### src/rtl/rr_arb2_stage.sv
// Two-input round-robin arbiter feeding a registered single-entry output stage.
// out_src carries the winning source and serves as the select for a downstream 2:1 mux.
module rr_arb2_stage #(
  parameter int WIDTH = 8
) (
  input  logic             clk,
  input  logic             rst,
  input  logic             in0_valid,
  input  logic [WIDTH-1:0] in0_data,
  output logic             in0_ready,
  input  logic             in1_valid,
  input  logic [WIDTH-1:0] in1_data,
  output logic             in1_ready,
  output logic             out_valid,
  output logic [WIDTH-1:0] out_data,
  output logic             out_src,
  input  logic             out_ready,
  output logic             dbg_state,
  output logic             dbg_last_grant
);

  // Valid/ready: a word moves on a rising clk edge where both valid and ready
  // are high. A source holds valid and data stable until it sees ready. Readies
  // depend combinationally on the valids and on out_ready, and never on data.

  typedef enum logic {
    EMPTY = 1'b0,
    FULL  = 1'b1
  } state_t;

  state_t           state_q;
  state_t           state_d;
  logic             last_grant_q;
  logic [WIDTH-1:0] out_data_q;
  logic             out_src_q;

  logic             any_valid;
  logic             grant;
  logic             load_en;
  logic             accept;
  logic [WIDTH-1:0] win_data;

  // When both sources are valid, the source that did not win the last
  // accepted transfer gets the grant.
  always_comb begin
    any_valid = in0_valid | in1_valid;
    grant     = 1'b0;
    if (in0_valid && in1_valid) begin
      grant = ~last_grant_q;
    end else if (in1_valid) begin
      grant = 1'b1;
    end
  end

  always_comb begin
    load_en   = (state_q == EMPTY) || out_ready;
    // Hold both readies low while reset is asserted so that nothing is
    // accepted during reset.
    in0_ready = ~rst & load_en & in0_valid & ~grant;
    in1_ready = ~rst & load_en & in1_valid &  grant;
    accept    = (in0_ready | in1_ready) & any_valid;
    win_data  = grant ? in1_data : in0_data;
  end

  always_comb begin
    state_d = state_q;
    case (state_q)
      EMPTY: begin
        if (accept) state_d = FULL;
      end
      FULL: begin
        if (accept)         state_d = FULL;
        else if (out_ready) state_d = EMPTY;
      end
      default: state_d = EMPTY;
    endcase
  end

  always_ff @(posedge clk or posedge rst) begin
    if (rst) begin
      state_q <= EMPTY;
    end else begin
      state_q <= state_d;
    end
  end

  // The data register and last_grant change only on an accepted transfer. A
  // drain to empty leaves the last word in out_data.
  always_ff @(posedge clk or posedge rst) begin
    if (rst) begin
      out_data_q   <= '0;
      out_src_q    <= 1'b0;
      last_grant_q <= 1'b1;
    end else if (accept) begin
      out_data_q   <= win_data;
      out_src_q    <= grant;
      last_grant_q <= grant;
    end
  end

  assign out_valid      = (state_q == FULL);
  assign out_data       = out_data_q;
  assign out_src        = out_src_q;
  assign dbg_state      = state_q;
  assign dbg_last_grant = last_grant_q;

endmodule

### config.mk
export PLATFORM = sky130hd
export DESIGN_NAME = rr_arb2_stage
export DESIGN_NICKNAME = d
export VERILOG_FILES = /design/src/rtl/rr_arb2_stage.sv
export SDC_FILE = /design/constraint.sdc
export NUM_CORES = 1
export LEC_CHECK = 0
export BUFFER_PORTS_ARGS = -buffer_cell sky130_fd_sc_hd__buf_2
export CORE_AREA = 5 5 51 53
export CTS_BUF_LIST = sky130_fd_sc_hd__clkbuf_2 sky130_fd_sc_hd__clkbuf_4 sky130_fd_sc_hd__clkbuf_8
export DETAILED_ROUTE_END_ITERATION = 12
export DIE_AREA = 0 0 56 58
export SKIP_LAST_GASP = 1
export SLEW_MARGIN = 20
export SYNTH_ARGS = -nofsm -noshare
export SYNTH_HDL_FRONTEND = slang
export SYNTH_SLANG_ARGS = --single-unit
### constraint.sdc
create_clock -name clk -period 1.1 [get_ports clk]
set_input_delay 0.055 -clock clk [delete_from_list [all_inputs] [get_ports clk]]
set_output_delay 0.055 -clock clk [all_outputs]
set_load 0.02 [all_outputs]
==> summary.md <==
| Metric | Value |
|---|---|
| Vias in the first global route | `roughly 580` |
| Overall power | `1.40 mW` |
| Skew-Pair Late Insertion Delay | `0.27 ns` |
| Core area | `2110 um2` |
| Clock tree buffer depth | `2` |
| Synth Area per Inst | `around 11 um2` |
| Critical Path Max Stage Delay | `between 0.4 and 0.5 ns` |
| Crit path required time | `1.25 ns` |
| Mean number of vias per cell | `between 4 and 5` |
| Outcome | `finished, violations left` |
| Largest net degree at the start of global routing | `12` |
| DIE HEIGHT | `58 um` |
| DRT antenna net count | `0` |
| Fmax | `between 700 and 800 MHz` |
| Syn Nets | `74` |
| Final cell count without fillers | `127` |
| Layout cells sized above 1 | `between 60% and 70%` |
| Crit-path cells | `or2b_4 > o2111ai_4 > buf_4 > o221a_2` |
| Hold Crit Class | `in -> reg` |
| Port bufs | `34` |
| DR vias | `between 500 and 600` |
| Yosys top cell by area | `dfrtp_1` |
| Remaining global-route overflow | `0` |
| Antenna diodes | `0` |
| Worst reg2reg path depth | `4` |
| Total CTS buffers | `3` |
| RSZ-0062 raised after global routing | `true` |
| DR WL/cell | `approximately 13 um` |
| Cell count after synthesis | `53` |
| Initial core utilization | `28.3%` |
| Fin crit share | `116%` |
| Synth area leaders | `dfrtp_1, o31ai_1, o221a_2` |
| Reg clk slew, reported paths | `0.07 ns` |
| Pleak | `about 0.47 nW` |
| Sequential area share after synthesis | `around 46%` |
| Setup crit end kind | `register` |
| First-pass GRT wire length | `2.68 mm` |
| WHS Path Cells | `2` |
| YS warnings | `0` |
| I/O pins | `35` |
| Post-route setup TNS | `-1.78 ns` |
| Htree depth | `1` |
| Fin crit period | `about 1.3 ns` |
| Placed Cells | `~120` |
| Placed cell areas | `811 um2` |
| Clock sinks | `11` |
| CP Class | `reg -> reg` |
| Area Overhead vs Synth | `55.9%` |
| Drt pass-1 iters | `2` |
| All-Layer GR Usage | `~10%` |
| DRC viols | `0` |
| Synth cell types | `20` |
| #FFs+latches synth | `11` |
| Antenna violations before repair | `0` |
| Post-Syn Area | `596 um2` |
| Setup crit start kind | `register` |
| Yosys top cell area share | `42.0%` |
| Row count | `17` |
| Post-Route Skew | `0.00597 ns` |
| Gp weighted congestion | `0.710` |
| Dpl ws | `-0.151 ns` |
| Final Cell Area | `~930 um2` |
| CTS tree | `yes` |
| Peak supply drop | `0.000625 V` |
| Post-detail-place hpwl | `approximately 1.2 mm` |
| Measured slew at the worst slew-check pin | `0.394 ns` |
| Die area | `3250 um2` |
| Hold_ws | `slightly below 0.06 ns` |
| Final Hold Fails | `0` |
| Max Cap Viol | `0` |
| Final worst setup slack | `-0.181 ns` |
| Drt first-iter violations | `8` |
| Fin nets | `approximately 120` |
| Failing checks | `setup timing` |
| Slowest cell on the critical path | `dfrtp_2` |
| CTS Root Buffer Type | `clkbuf_4` |
| PD cells | `roughly 1500 nW/um2` |
| CP Data Arrival Time | `approximately 1.4 ns` |
| Max-slew headroom | `73.6%` |
| Final setup viols | `13` |
| Final Slew Violations | `0` |
| Die width | `56 um` |
| Total length of routed wires | `1.62 mm` |
| Final core utilization | `between 40% and 50%` |
| CP Max Fanout | `6` |
==> final timing paths <==
| path | startpoint | endpoint | slack, ns |
|---|---|---|---|
| max reg2reg | dbg_state$_DFF_PP0_ | out_data[3]$_DFFE_PP0P_ | -0.18 |
| min reg2reg | out_src$_DFFE_PP0P_ | out_src$_DFFE_PP0P_ | 0.49 |
| max | dbg_state$_DFF_PP0_ | out_data[3]$_DFFE_PP0P_ | -0.18 |
| max in group asynchronous | rst | dbg_last_grant$_DFFE_PP1P_ | 0.44 |
| min in group asynchronous | rst | dbg_state$_DFF_PP0_ | 0.42 |
| min | in0_data[0] | out_data[0]$_DFFE_PP0P_ | 0.06 |
==> synth_stat cells <==
library cell / n
or2b_4: 1
buf_4: 1
and2b_1: 1
o31ai_1: 8
nor2_2: 1
nand2_1: 1
o221a_1: 3
o21ai_0: 1
o221a_2: 5
o21a_1: 1
inv_1: 12
buf_6: 1
buf_2: 1
nor3_1: 1
o32a_2: 1
nand3_2: 1
dfstp_2: 1
o2111ai_4: 1
nor2b_1: 1
dfrtp_1: 10
==> state kept, by name, indices dropped and copies added, names as in the netlist <==
register	flops
out_data	8
out_src	1
dbg_state	1
dbg_last_grant	1
==> metal layers <==
layer / GRT usage (%) / vias to the layer above / part of all wire [%]
li1: - / 289 / -
met1: 12.1 / 259 / 43
met2: 16.9 / 23 / 46
met3: 4.45 / 2 / 10
met4: 4.07 / 0 / 0.25
met5: 0 / - / 0
==> area by class of cell <==
type | instances | area [um2]
Multi-Input combinational cell | 27 | 263
Fill cell | 202 | 1180
Timing Repair Buffer | 45 | 278
Clock buffer | 4 | 30.0
Sequential cell | 11 | 278
Inverter | 12 | 45.0
Tap cell | 28 | 35.0
==> repair_timing <==
| item | CTS | global route |
|---|---|---|
| pin swaps | 1 | 0 |
| setup endpoints to repair | 13 | 13 |
| setup buffers | 6 | 0 |
| resized for setup | 10 | 1 |
| hold buffers | 1 | 0 |
| hold endpoints to repair | 10 | 0 |
==> critical path, delay by kind of cell (launching register included) <==
family / cells / cell delay, ns
buffers and inverters: 1 / 0.19
flip-flops: 1 / 0.41
AND/OR/NAND/NOR: 1 / 0.24
AO/OA/AOI/OAI: 2 / 0.34
==> cell families (layout without fill, tap and decap cells) <==
logic type	count (synthesis)	count (layout)	synth area share [%]
compound gates	20	20	33.6
buf+inv	15	61	11.6
flops	11	11	46.4
simple gates	7	7	8.40
==> layout by cell type, fill, tap and decap left out, types with 2 or more instances in the layout <==
master | synthesis | layout
o221a_1 | 3 | 3
o31ai_1 | 8 | 8
buf_4 | 1 | 9
o221a_2 | 5 | 5
buf_6 | 1 | 4
clkbuf_4 | 0 | 4
inv_1 | 12 | 10
dfrtp_1 | 10 | 9
buf_2 | 1 | 31
inv_2 | 0 | 2
==> where the power goes <==
| group | internal, mW | switching (mW) |
|---|---|---|
| clock network | 0.165 | 0.134 |
| registers | 0.495 | 0.0537 |
| logic | 0.267 | 0.288 |
| total | 0.927 | 0.475 |
Power figures use the tool's default switching activity.
